File: config.mk
export PLATFORM = sky130hd
export DESIGN_NAME = sync_fifo_ctrl_flat
export DESIGN_NICKNAME = d
export VERILOG_FILES = /design/src/rtl/sync_fifo_ctrl_if.sv /design/src/rtl/sync_fifo_ctrl.sv /design/src/flat_wrapper.sv
export SDC_FILE = /design/constraint.sdc
export NUM_CORES = 1
export LEC_CHECK = 0
export BUFFER_PORTS_ARGS = -buffer_cell sky130_fd_sc_hd__buf_4
export CAP_MARGIN = 10
export CORE_UTILIZATION = 50
export DETAILED_ROUTE_END_ITERATION = 6
export PLACE_DENSITY = 0.81
export SKIP_LAST_GASP = 1
export SYNTH_ARGS = -nofsm -noshare
export SYNTH_HDL_FRONTEND = slang
export SYNTH_SLANG_ARGS = --single-unit
File: constraint.sdc
create_clock -name clk -period 3.4 [get_ports clk]
set_input_delay 0.34 -clock clk [delete_from_list [all_inputs] [get_ports clk]]
set_output_delay 0.34 -clock clk [all_outputs]
set_load 0.01 [all_outputs]
File: src/rtl/sync_fifo_ctrl_if.sv
// Push/pop handshake and ram control bundle between the FIFO controller and its users.
// The controller takes the slave view; producer/consumer logic takes the master view.
interface sync_fifo_ctrl_if #(
  parameter int unsigned ADDRESS_SIZE = 5
);

  logic                    push;
  logic                    pop;
  logic                    clr_err;
  logic                    w_en;
  logic                    r_en;
  logic [ADDRESS_SIZE-1:0] w_adrs;
  logic [ADDRESS_SIZE-1:0] r_adrs;
  logic                    full;
  logic                    empty;
  logic                    almost_full;
  logic                    almost_empty;
  logic [ADDRESS_SIZE:0]   count;
  logic                    rd_valid;
  logic                    overflow;
  logic                    underflow;

  modport master (
    output push,
    output pop,
    output clr_err,
    input  w_en,
    input  r_en,
    input  w_adrs,
    input  r_adrs,
    input  full,
    input  empty,
    input  almost_full,
    input  almost_empty,
    input  count,
    input  rd_valid,
    input  overflow,
    input  underflow
  );

  modport slave (
    input  push,
    input  pop,
    input  clr_err,
    output w_en,
    output r_en,
    output w_adrs,
    output r_adrs,
    output full,
    output empty,
    output almost_full,
    output almost_empty,
    output count,
    output rd_valid,
    output overflow,
    output underflow
  );

endinterface

File: src/rtl/sync_fifo_ctrl.sv
// Single-clock FIFO controller sequencing a dual-port ram with a registered read port.
// Owns the pointers, occupancy, registered status flags and sticky error flags.
module sync_fifo_ctrl #(
  parameter int unsigned ADDRESS_SIZE = 5,
  parameter int unsigned MEM_DEPTH    = 32,
  parameter int unsigned AF_THRESH    = 28,
  parameter int unsigned AE_THRESH    = 4
) (
  input logic             clk,
  input logic             reset,
  sync_fifo_ctrl_if.slave bus
);

  localparam int unsigned PtrW = ADDRESS_SIZE + 1;

  localparam logic [PtrW-1:0] DepthVal = PtrW'(MEM_DEPTH);
  localparam logic [PtrW-1:0] AfVal    = PtrW'(AF_THRESH);
  localparam logic [PtrW-1:0] AeVal    = PtrW'(AE_THRESH);

  logic [PtrW-1:0] wr_ptr_q, wr_ptr_d;
  logic [PtrW-1:0] rd_ptr_q, rd_ptr_d;
  logic [PtrW-1:0] count_q, count_d;
  logic            full_q, full_d;
  logic            empty_q, empty_d;
  logic            almost_full_q, almost_full_d;
  logic            almost_empty_q, almost_empty_d;
  logic            rd_valid_q, rd_valid_d;
  logic            overflow_q, overflow_d;
  logic            underflow_q, underflow_d;

  logic push_acc;
  logic pop_acc;

  // Acceptance is gated by this cycle's registered flags, never by next-state values.
  assign push_acc = bus.push & ~full_q;
  assign pop_acc  = bus.pop & ~empty_q;

  always_comb begin
    wr_ptr_d       = wr_ptr_q + PtrW'(push_acc);
    rd_ptr_d       = rd_ptr_q + PtrW'(pop_acc);
    count_d        = count_q + PtrW'(push_acc) - PtrW'(pop_acc);
    full_d         = (count_d == DepthVal);
    empty_d        = (count_d == '0);
    almost_full_d  = (count_d >= AfVal);
    almost_empty_d = (count_d <= AeVal);
    rd_valid_d     = pop_acc;
    // Set condition takes priority over clr_err.
    overflow_d     = (bus.push & full_q) | (overflow_q & ~bus.clr_err);
    underflow_d    = (bus.pop & empty_q) | (underflow_q & ~bus.clr_err);
  end

  always_ff @(posedge clk or posedge reset) begin
    if (reset) begin
      wr_ptr_q       <= '0;
      rd_ptr_q       <= '0;
      count_q        <= '0;
      full_q         <= 1'b0;
      empty_q        <= 1'b1;
      almost_full_q  <= 1'b0;
      almost_empty_q <= 1'b1;
      rd_valid_q     <= 1'b0;
      overflow_q     <= 1'b0;
      underflow_q    <= 1'b0;
    end else begin
      wr_ptr_q       <= wr_ptr_d;
      rd_ptr_q       <= rd_ptr_d;
      count_q        <= count_d;
      full_q         <= full_d;
      empty_q        <= empty_d;
      almost_full_q  <= almost_full_d;
      almost_empty_q <= almost_empty_d;
      rd_valid_q     <= rd_valid_d;
      overflow_q     <= overflow_d;
      underflow_q    <= underflow_d;
    end
  end

  assign bus.w_en         = push_acc;
  assign bus.r_en         = pop_acc;
  assign bus.w_adrs       = wr_ptr_q[ADDRESS_SIZE-1:0];
  assign bus.r_adrs       = rd_ptr_q[ADDRESS_SIZE-1:0];
  assign bus.full         = full_q;
  assign bus.empty        = empty_q;
  assign bus.almost_full  = almost_full_q;
  assign bus.almost_empty = almost_empty_q;
  assign bus.count        = count_q;
  assign bus.rd_valid     = rd_valid_q;
  assign bus.overflow     = overflow_q;
  assign bus.underflow    = underflow_q;

  // Occupancy must always agree with the pointer distance.
  a_count_ptrs: assert property (@(posedge clk) disable iff (reset)
    count_q == (wr_ptr_q - rd_ptr_q));

  a_count_range: assert property (@(posedge clk) disable iff (reset)
    count_q <= DepthVal);

endmodule

File: src/flat_wrapper.sv
// flat-port wrapper written by rule: the top's interface ports become plain ports
module sync_fifo_ctrl_flat 
#(
  parameter int unsigned ADDRESS_SIZE = 5,
  parameter int unsigned MEM_DEPTH    = 32,
  parameter int unsigned AF_THRESH    = 28,
  parameter int unsigned AE_THRESH    = 4
)
  (clk, reset, bus_push, bus_pop, bus_clr_err, bus_w_en, bus_r_en, bus_w_adrs, bus_r_adrs, bus_full, bus_empty, bus_almost_full, bus_almost_empty, bus_count, bus_rd_valid, bus_overflow, bus_underflow);
  sync_fifo_ctrl_if #(.ADDRESS_SIZE(ADDRESS_SIZE)) bus_i ();
  input logic clk;
  input logic reset;
  input wire logic [$bits(bus_i.push)-1:0] bus_push;
  input wire logic [$bits(bus_i.pop)-1:0] bus_pop;
  input wire logic [$bits(bus_i.clr_err)-1:0] bus_clr_err;
  output wire logic [$bits(bus_i.w_en)-1:0] bus_w_en;
  output wire logic [$bits(bus_i.r_en)-1:0] bus_r_en;
  output wire logic [$bits(bus_i.w_adrs)-1:0] bus_w_adrs;
  output wire logic [$bits(bus_i.r_adrs)-1:0] bus_r_adrs;
  output wire logic [$bits(bus_i.full)-1:0] bus_full;
  output wire logic [$bits(bus_i.empty)-1:0] bus_empty;
  output wire logic [$bits(bus_i.almost_full)-1:0] bus_almost_full;
  output wire logic [$bits(bus_i.almost_empty)-1:0] bus_almost_empty;
  output wire logic [$bits(bus_i.count)-1:0] bus_count;
  output wire logic [$bits(bus_i.rd_valid)-1:0] bus_rd_valid;
  output wire logic [$bits(bus_i.overflow)-1:0] bus_overflow;
  output wire logic [$bits(bus_i.underflow)-1:0] bus_underflow;
  assign bus_i.push = bus_push;
  assign bus_i.pop = bus_pop;
  assign bus_i.clr_err = bus_clr_err;
  assign bus_w_en = bus_i.w_en;
  assign bus_r_en = bus_i.r_en;
  assign bus_w_adrs = bus_i.w_adrs;
  assign bus_r_adrs = bus_i.r_adrs;
  assign bus_full = bus_i.full;
  assign bus_empty = bus_i.empty;
  assign bus_almost_full = bus_i.almost_full;
  assign bus_almost_empty = bus_i.almost_empty;
  assign bus_count = bus_i.count;
  assign bus_rd_valid = bus_i.rd_valid;
  assign bus_overflow = bus_i.overflow;
  assign bus_underflow = bus_i.underflow;
  sync_fifo_ctrl #(.ADDRESS_SIZE(ADDRESS_SIZE), .MEM_DEPTH(MEM_DEPTH), .AF_THRESH(AF_THRESH), .AE_THRESH(AE_THRESH)) u_core (.clk(clk), .reset(reset), .bus(bus_i));
endmodule
-- Word-level counts from Yosys, hierarchy flattened
Index checks and enable logic that the tools add are counted.
- add/subtract/negate cells: 4
- magnitude comparators: 2
- equality and inequality tests: 1
- bitwise logic cells: 11
- reductions and logical operators: 1
- operators by type and width (kind ; count):
    adder 6 x 1 -> 6 bit ; 3
    bitwise AND 1 bit ; 6
    equality test 6 bit (second input constant) ; 1
    >= comparator 6 x 5 -> 1 bit (second input constant) ; 1
    less-or-equal comparator 6 x 3 -> 1 bit (second input constant) ; 1
    zero test 6 bit ; 1
    subtractor 6 x 1 -> 6 bit ; 1
    inverter 1 bit ; 3
    bitwise OR 1 bit ; 2
- bits in registers: 25
- input port bits: 5
- output and inout bits: 25
- word-level logic and storage cells: 29

-- Logic depth before layout (Yosys ltp)
Gate-level depths: netlist of the first run.
- depth in word-level cells: 5
- depth in mapped cells: 11
- depth with buffers taken out: 10

-- Least setup slack after synthesis of the first run
Ideal clock, no wire load.
- kind: reg2reg
- from: register u_core.empty_q, in the netlist u_core.bus.empty
- to: register u_core.full_q, in the netlist u_core.bus.full
- library setup time: 0.119 ns
- arrival time: 2.426 ns
- required time: 3.281 ns
- setup slack: 0.855 ns
- stages on the path, launching flop included: 12
- period minus slack after synthesis: 2.545 ns
- cells stage by stage: dfstp_2 -> nor2b_1 -> clkbuf_1 -> xor2_1 -> ha_1 -> inv_1 -> fa_1 -> nand2b_1 -> a21oi_1 -> xor2_1 -> nor4_1 -> and2_1
- longest elaborated chain between the ends: 4
- RTL lines (item ; RTL line ; source):
    from (decl) ; sync_fifo_ctrl.sv:24 ; logic empty_q, empty_d;
    from (signal assigned) ; sync_fifo_ctrl.sv:69 ; empty_q <= empty_d;
    inverter 1 bit ; sync_fifo_ctrl.sv:36 ; assign pop_acc = bus.pop & ~empty_q;
    bitwise AND 1 bit ; sync_fifo_ctrl.sv:36 ;
    net bus_r_en ; flat_wrapper.sv:17 ; output wire logic [$bits(bus_i.r_en)-1:0] bus_r_en;
    subtractor 6 x 1 -> 6 bit ; sync_fifo_ctrl.sv:41 ; count_d = count_q + PtrW'(push_acc) - PtrW'(pop_acc);
    net u_core.count_d[4] ; sync_fifo_ctrl.sv:22 ; logic [PtrW-1:0] count_q, count_d;
    equality test 6 bit ; sync_fifo_ctrl.sv:42 ; full_d = (count_d == DepthVal);
    net u_core.full_d ; sync_fifo_ctrl.sv:23 ; logic full_q, full_d;
    to (signal assigned) ; sync_fifo_ctrl.sv:68 ; full_q <= full_d;
    to (decl) ; sync_fifo_ctrl.sv:23 ;
The timed path passes the listed nets, and every way through them passes these cells.

-- Worst setup path after layout of the first run
- from: register u_core.empty_q, in the netlist u_core.bus.empty
- to: register u_core.full_q, in the netlist u_core.bus.full
- longest elaborated chain between the ends: 4
- RTL lines (item ; RTL line):
    inverter 1 bit ; sync_fifo_ctrl.sv:36
    bitwise AND 1 bit ; sync_fifo_ctrl.sv:36
    subtractor 6 x 1 -> 6 bit ; sync_fifo_ctrl.sv:41
    net u_core.count_d[4] ; sync_fifo_ctrl.sv:22
    equality test 6 bit ; sync_fifo_ctrl.sv:42
    net u_core.full_d ; sync_fifo_ctrl.sv:23
The timed path passes the listed nets, and every way through them passes these cells.

==> flow_summary_export.csv, run 1 <==
group,metric,value,unit
drt,viasPerCell,4.925,
final_layout,layout.nets,135,
final_layout,final_cell_mix,"buf_4, dfrtp_1, inv_1",
synthesis,syn_inst,88,
drt,dr_wl_met3,81,µm
final_layout,area_growth,25.88,%
final_layout,n_antenna_cell,0,
power,power.switching,0.7107,mW
floorplan,die_x,48.12,µm
grt,grt_usage,16.09,%
power,pwr-share-clk,7.6,%
status,outcome,"finished clean",
power,power_frac_comb,59.7,%
critical_path,crit_required,3620,ps
synthesis,synth_compound_gate_area_share,8.118,%
power,leakage,0.6568,nW
clocking,ctsResizeCount,0,
drt,drtAntennaViolNets,0,
synthesis,synth_cell_types,23,
critical_path,path_common_cell,"xor2_1",
timing,setup_tns,0,ps
grt,grt_pass1_vias,592,
hold_path,min_path_type,"input port to asynchronous set/reset pin",
timing,rsz0062_at_grt,"false",
power,power.density,1198,nW/µm²
placement,gp_congestion,0.7524,
timing,max_freq,377.0,MHz
final_layout,fillers,158,
timing,relSlewSlack,43.50,%
critical_path,cp.arrival,2870,ps
floorplan,dieHeight,48.12,µm
power,power,1.603,mW
grt,antenna_found_initial,0,
placement,hpwl,1.404,mm
drt,num_vias,724,
grt,grt_pass1_wl,2.470,mm
clocking,clkLatencyLatePin,310,ps
timing,period_needed,2652,ps
placement,io_buffers,29,
power,ir_drop,0.8411,mV
final_layout,mostFrequentLayoutCell,"buf_4",
clocking,cts_tree,"yes",
timing,worst_slew_pin_slew,846.6,ps
floorplan,num_io_pins,30,
floorplan,fp-row-count,16,
critical_path,r2r_setup_slack,750,ps
timing,worst_clock_skew,13.33,ps
synthesis,syn-cell-area,1064,µm²
critical_path,slowest_stage,"dfstp_2",
drt,top_layer,"met4",
grt,grt_max_degree,24,
critical_path,crit_chain,"nor2b_1 -> xor2_1 -> ha_1 -> inv_1 -> fa_1 -> nand2b_1 -> a21oi_1 -> xor2_1 -> nor4_1 -> and2_1",
critical_path,cp-start-kind,"register",
grt,grt-ovfl-total,0,
critical_path,r2r-start,"u_core.bus.empty",
drt,drc,0,
synthesis,synthMuxAreaShare,0,%
critical_path,worstRegToRegCells,10,
drt,first_iter_violations,5,
drt,wl_per_cell,12.43,µm
synthesis,synthAdderAreaFrac,11.29,%
floorplan,core,1982,µm²
power,swShare,44.33,%
run,maxCapViolations,0,
timing,slew_violations,0,
timing,hold_viol_final,0,
clocking,clock-root-buffer,"clkbuf_4",
critical_path,crit_type,"register to register",
final_layout,postLayoutCoreUtil,67.55,%
timing,setup_violations,0,
synthesis,synthSimpleGateAreaFrac,11.41,%
synthesis,syn-num-nets,102,
clocking,cts_buffers,3,
synthesis,ys_warn_count,0,
critical_path,end_kind,"register",
critical_path,r2r-end,"u_core.bus.full",
synthesis,ys_seq_area_share,54.35,%
power,intPower,0.8926,mW
synthesis,synth_xor_area_share,10.59,%
synthesis,avgSynthCellArea,12.09,µm²
clocking,htreeDepth,1,
drt,drt-met1-wl,814,µm
synthesis,synth_top_family_by_area,"simple AND/OR/NAND/NOR gates",
critical_path,max_stage_delay,400,ps
timing,timing.final.crit_share,78.01,%
clocking,post-cts-setup-buffers,0,
floorplan,initial_utilization,53.66,%
drt,first_pass_iters,4,
floorplan,die_area,2316,µm²
clocking,cts.path.max_buffers,2,
critical_path,worstPathMaxFanout,6,
clocking,clkTransAtPathRegs,130,ps
final_layout,layout-drive-gt1-share,33.33,%
timing,hold-worst-slack,190.6,ps
synthesis,ys_seq_elements,23,
power,power.sequential.fraction,32.7,%
clocking,clkSinkCount,23,
drt,wl,1.827,mm
drt,wl_met2,923,µm
clocking,cts_hold_buf,0,
per-layer routing:
layer,up-vias,GRT usage (%)
met2,22,27.30
li1,355,-
met5,-,0
met3,2,3.333
met1,345,20.00
met4,0,6.667
worst max path at each step:
| stage | slack, ps | start | end |
|---|---|---|---|
| floorplan | 850 | u_core.bus.empty | u_core.bus.full |
| global placement | 770 | bus_pop | u_core.bus.full |
| detailed placement | 670 | bus_pop | u_core.bus.full |
| CTS | 730 | u_core.bus.empty | u_core.bus.full |
| global route | 570 | u_core.bus.empty | u_core.bus.full |
| finish | 750 | u_core.bus.empty | u_core.bus.full |
per-stage QoR:
stage / setup slack [ps] / area [µm²] / std cells
final: 747.7 / 1339 / 147
after global placement: 766.8 / 1311 / 143
after floorplan: 854.8 / 1064 / 88
after detailed placement: 674.4 / 1311 / 143
after CTS: 733.7 / 1339 / 147
after global routing: 565.7 / 1339 / 147
synthesized netlist by cell type:
library cell / count / area, µm²
inv_2: 1 / 3.750
ha_1: 8 / 100.1
nand2_1: 4 / 15.01
a21boi_2: 1 / 11.26
a311oi_2: 1 / 15.01
xor2_1: 6 / 52.55
nor2b_1: 2 / 12.51
dfstp_2: 2 / 52.55
nor4_1: 2 / 12.51
a21oi_1: 2 / 10.01
fa_1: 1 / 20.02
nor2_1: 2 / 7.510
nand2b_1: 3 / 18.77
o31ai_1: 1 / 7.510
a2111oi_4: 1 / 27.53
clkbuf_1: 1 / 3.750
and2_1: 4 / 25.02
o21ai_0: 3 / 15.01
dfrtp_1: 21 / 525.5
inv_1: 10 / 37.54
nand3_1: 6 / 30.03
xnor2_1: 5 / 43.79
xor2_2: 1 / 16.27
worst max-delay path: cells and delay by family, from the launching register on:
family	cells	cell delay, ps
simple gates	4	810
xor+xnor	2	580
fa+ha+maj	2	570
flops	1	400
compound gates	1	150
buf+inv	1	50
flip-flops by register name, indices dropped and copies added, names as in the netlist:
name,flops
u_core.bus.count,6
u_core.bus.almost_full,1
u_core.bus.underflow,1
u_core.bus.full,1
u_core.bus.rd_valid,1
u_core.wr_ptr_q,5
u_core.bus.almost_empty,1
u_core.bus.empty,1
u_core.bus.overflow,1
u_core.rd_ptr_q,5
cells by family (layout without fill, tap and decap cells):
group / after synthesis / in the layout
AOI/OAI and AO/OA: 9 / 9
buffers and inverters: 12 / 44
adders and majority gates: 9 / 9
xor gates and xnor gates: 12 / 12
and+or+nand+nor: 23 / 23
DFF: 23 / 23
layout make-up:
class	count	area (µm²)	share of cell area (%)
flip-flops and latches	23	578.1	43.18
clock buffers	3	22.52	1.682
inverters	11	41.29	3.084
repair buffers	29	217.7	16.26
clock inverters	1	5.005	0.3738
well taps	27	33.78	2.523
multi-input cells	53	440.4	32.90
power by group through the flow:
stage,registers (mW),clock network [mW],logic [mW]
after floorplan,0.575,0,0.585
after global placement,0.526,0,0.929
after detailed placement,0.531,0,0.959
after CTS,0.526,0.129,0.971
after global routing,0.542,0.142,1.05
final,0.524,0.122,0.957
Power figures use the tool's default switching activity.
==> run 2: changes to the inputs <==
Settings changed: CORE_UTILIZATION 50 to 45, PLACE_DENSITY 0.81 to 0.77.
Clock period 3.4 ns to 2.31 ns, I/O delays scaled along.
==> run 2 against run 1 <==
- clock-buffer cell count is the same
- routed wire length grew 8.3%
- global-route usage grew 0.62 points
- setup slack lost 670 ps
- register-to-register slack lost 670 ps
- via count grew 4.1%
- non-clock buffer count grew 9
- design area grew 8.2%
- hold slack lost 120 ps
- sequential cell count is the same
- die area grew 11%
- critical path type unchanged
- largest cell class unchanged
==> flow_summary_export.csv, run 2 (synthesis results as in run 1) <==
group,metric,value,unit
status,outcome,"finished clean",
critical_path,cp.arrival,2500,ps
drt,wl,1.979,mm
drt,drtAntennaViolNets,0,
drt,wl_per_cell,12.61,µm
drt,first_iter_violations,2,
grt,grt_max_degree,24,
critical_path,cp-start-kind,"register",
clocking,htreeDepth,1,
critical_path,crit_chain,"nor2b_4 -> xor2_1 -> ha_2 -> inv_2 -> fa_2 -> nand2b_1 -> nor4_1 -> and2_1",
final_layout,postLayoutCoreUtil,65.50,%
final_layout,area_growth,36.24,%
run,maxCapViolations,0,
placement,io_buffers,29,
critical_path,max_stage_delay,590,ps
floorplan,dieHeight,50.62,µm
grt,grt-ovfl-total,0,
drt,viasPerCell,4.803,
timing,timing.final.crit_share,96.77,%
final_layout,largest_reg_flops,6,
grt,grt_usage,16.71,%
drt,drc,0,
timing,rsz0062_at_grt,"true",
grt,grt_pass1_wl,3.139,mm
timing,worst_clock_skew,9.584,ps
floorplan,fp-row-count,17,
timing,worst_slew_pin_slew,839.8,ps
final_layout,fin_cells,157,
clocking,cts_hold_buf,0,
timing,hold-worst-slack,70.83,ps
clocking,clkSinkCount,23,
critical_path,slowest_stage,"dfstp_2",
timing,relSlewSlack,43.95,%
final_layout,final_cell_mix,"buf_4, dfrtp_1, inv_1",
critical_path,crit_type,"register to register",
critical_path,worst-path-buf-inv,1,
final_layout,fillers,189,
floorplan,num_io_pins,30,
timing,slew_violations,0,
timing,setup_violations,0,
critical_path,worstPathMaxFanout,3,
clocking,cts_buffers,3,
hold_path,min_path_type,"input port to asynchronous set/reset pin",
placement,dp_cells,148,
critical_path,critPathTopFamily,"adder cells",
timing,hold_viol_final,0,
floorplan,core,2212,µm²
critical_path,crit_required,2580,ps
final_layout,layout-drive-gt1-share,44.19,%
placement,hpwl,1.499,mm
grt,antenna_found_initial,0,
critical_path,crit_cells,8,
clocking,clock-root-buffer,"clkbuf_4",
floorplan,die_area,2562,µm²
final_layout,stdcell_area,1449,µm²
timing,max_freq,447.4,MHz
final_layout,mostFrequentLayoutCell,"buf_4",
placement,place_area,1376,µm²
timing,period_needed,2235,ps
final_layout,layout.nets,144,
grt,grt_pass1_vias,764,
final_layout,n_antenna_cell,0,
clocking,clkTransAtPathRegs,130,ps
placement,gp_congestion,0.7740,
floorplan,initial_utilization,48.08,%
clocking,cts.path.max_buffers,2,
floorplan,die_x,50.62,µm
critical_path,worstRegToRegCells,8,
clocking,clkLatencyLatePin,310,ps
drt,num_vias,754,
drt,first_pass_iters,3,
clocking,cts_tree,"yes",
critical_path,end_kind,"register",
[run 2: layer usage]
layer,vias up,routed length [µm],track usage [%]
li1,368,-,-
met1,366,781,16.99
met2,18,1085,32.00
met3,2,89,3.636
met4,0,23,7.407
met5,-,0,0
[run 2: final timing paths]
kind | startpoint | endpoint | slack [ps]
worst max-delay path | u_core.bus.empty | u_core.bus.empty | 70
worst min-delay path | reset | u_core.wr_ptr_q[4] | 70
worst max register to register | u_core.bus.empty | u_core.bus.empty | 70
worst min register to register | u_core.wr_ptr_q[4] | u_core.wr_ptr_q[4] | 480
max in group asynchronous | reset | u_core.bus.count[3] | 1710
min in group clk | bus_clr_err | u_core.bus.overflow | 90
[run 2: timing repair]
action | CTS | global route
setup buffers | 0 | 5
gates resized for setup | 0 | 2
endpoints found under the setup margin | 0 | 4
[run 2: area by class of cell]
type	instances	area (µm²)	share of cell area, %
Multi-Input combinational cell	53	481.7	33.25
Tap cell	28	35.03	2.418
Clock inverter	1	5.005	0.3454
Inverter	11	41.29	2.850
Timing Repair Buffer	38	285.3	19.69
Clock buffer	3	22.52	1.554
Sequential cell	23	578.1	39.90
[run 2: per-stage QoR]
stage                     setup TNS [ps]  setup WS [ps]
final                                  0          74.68
after global routing              -148.9         -47.15
after CTS                              0          11.14
after detailed placement               0          49.60
after global placement                 0          98.63
after floorplan                   -68.42         -54.12
Power of run 2 is not shown: default switching activity piles up to over one toggle a cycle in this logic, so the estimate is an artifact.
==> run 3: changes to the inputs <==
Settings changed: ABC_CLOCK_PERIOD_IN_PS set to 2300, CORE_UTILIZATION 45 to 50, PLACE_DENSITY 0.77 to 0.81.
Clock period 2.31 ns to 2.3 ns, I/O delays scaled along.
==> run 3 against run 2 <==
- critical path depth is 3 higher
- largest cell class unchanged
- sequential share of layout area is 0.68 points lower
- critical endpoint is now u_core.bus.almost_full
- routed wire length is 10% higher
- critical path type unchanged
==> flow_summary_export.csv, run 3 (synthesis results as in run 1) <==
group,metric,value,unit
status,outcome,"finished clean",
floorplan,fp-row-count,16,
clocking,clkLatencyLatePin,310,ps
floorplan,initial_utilization,53.66,%
critical_path,r2r_setup_slack,20,ps
timing,worst_slew_pin_slew,873.1,ps
final_layout,area_growth,38.59,%
floorplan,num_io_pins,30,
clocking,cts.path.max_buffers,2,
critical_path,worstPathMaxFanout,3,
hold_path,min_path_type,"input port to asynchronous set/reset pin",
critical_path,worstRegToRegCells,11,
timing,timing.final.crit_share,99.30,%
grt,grt-ovfl-total,0,
clocking,cts_hold_buf,0,
critical_path,crit_required,2560,ps
timing,relSlewSlack,41.73,%
critical_path,r2r-start,"u_core.bus.full",
final_layout,layout-drive-gt1-share,46.09,%
timing,period_needed,2284,ps
drt,wl,2.180,mm
drt,wl_per_cell,14.06,µm
floorplan,die_x,48.12,µm
critical_path,r2r-end,"u_core.bus.almost_full",
placement,pre_cts_slack,-48.68,ps
timing,max_freq,437.9,MHz
clocking,htreeDepth,1,
placement,gp_congestion,0.7489,
grt,grt_max_degree,24,
timing,setup_ws,16.13,ps
timing,setup_violations,0,
drt,drc,0,
critical_path,cp-start-kind,"register",
placement,io_buffers,29,
timing,slew_violations,0,
drt,viasPerCell,4.987,
clocking,clock-root-buffer,"clkbuf_4",
drt,num_vias,773,
grt,grt_pass1_wl,2.794,mm
clocking,clkTransAtPathRegs,130,ps
run,maxCapViolations,0,
drt,drtAntennaViolNets,0,
drt,first_pass_iters,4,
final_layout,largest_reg_flops,6,
critical_path,end_kind,"register",
floorplan,core,1982,µm²
timing,rsz0062_at_grt,"true",
drt,first_iter_violations,5,
grt,grt_usage,18.25,%
critical_path,crit_type,"register to register",
placement,hpwl,1.467,mm
final_layout,mostFrequentLayoutCell,"buf_4",
floorplan,die_area,2316,µm²
timing,hold_viol_final,0,
final_layout,fillers,134,
final_layout,final_cell_mix,"buf_4, dfrtp_1, inv_1",
final_layout,layout.nets,143,
grt,grt_pass1_vias,665,
critical_path,cp.arrival,2540,ps
clocking,cts_buffers,3,
timing,worst_clock_skew,8.260,ps
final_layout,n_antenna_cell,0,
floorplan,dieHeight,48.12,µm
grt,antenna_found_initial,0,
clocking,clkSinkCount,23,
clocking,cts_tree,"yes",
==> run 3: final cells by class <==
cell class                 count  area [µm²]  share of cell area, %
sequential                    23       578.1                  39.22
multi-input combinational     53       511.7                  34.72
timing repair buffer          37       281.5                  19.10
inverter                      11       41.29                  2.801
tap                           27       33.78                  2.292
clock buffer                   3       22.52                  1.528
clock inverter                 1       5.005                 0.3396
==> run 3: metal layers <==
layer	part of all wire [%]	global-route usage, %	vias to the layer above
met1	40	20.62	378
met4	1.1	6.667	0
li1	-	-	368
met2	54	31.08	25
met3	5.3	7.407	2
met5	0	0	-
==> run 3: through the flow <==
| step | hold WS (ps) | utilization, % | TNS [ps] | instance area, µm² | instances |
|---|---|---|---|---|---|
| 2_1_floorplan | 230.4 | - | -88.42 | 1101 | 88 |
| 3_3_place_gp | 424.7 | 69.00 | 0 | 1368 | 146 |
| 3_5_place_dp | 430.4 | 69.00 | -57.59 | 1368 | 146 |
| 4_1_cts | 100.2 | 71.72 | 0 | 1421 | 152 |
| 5_1_grt | 117.3 | 74.37 | -291.7 | 1474 | 155 |
| 6_report | 90.84 | 74.37 | 0 | 1474 | 155 |
==> run 3: how the worst max path moves through the flow <==
stage	depth (start not counted)	slack, ps	startpoint	end
final	11	20	u_core.bus.full	u_core.bus.almost_full
after CTS	10	20	u_core.bus.empty	u_core.bus.full
after detailed placement	10	-50	u_core.bus.empty	u_core.bus.full
after floorplan	11	-60	u_core.bus.empty	u_core.bus.full
after global routing	10	-100	u_core.bus.full	u_core.bus.full
after global placement	10	70	u_core.bus.empty	u_core.bus.full
==> run 3: what timing repair did <==
| action | 4_1_cts | 5_1_grt |
|---|---|---|
| buffers inserted | 2 | 3 |
| resized for setup | 1 | 6 |
| pin swaps | 4 | 5 |
| setup endpoints to repair | 2 | 3 |
==> run 3: worst max-delay path, stage by stage, from the launching register on <==
cell,delay [ps]
dfrtp_1,430
nor2b_2,210
xor2_2,150
ha_2,200
inv_2,40
fa_2,350
nand2b_4,160
a21oi_4,190
xor2_4,240
buf_6,140
nand3_2,50
nand2_1,80
Power of run 3 is left out for the same reason.
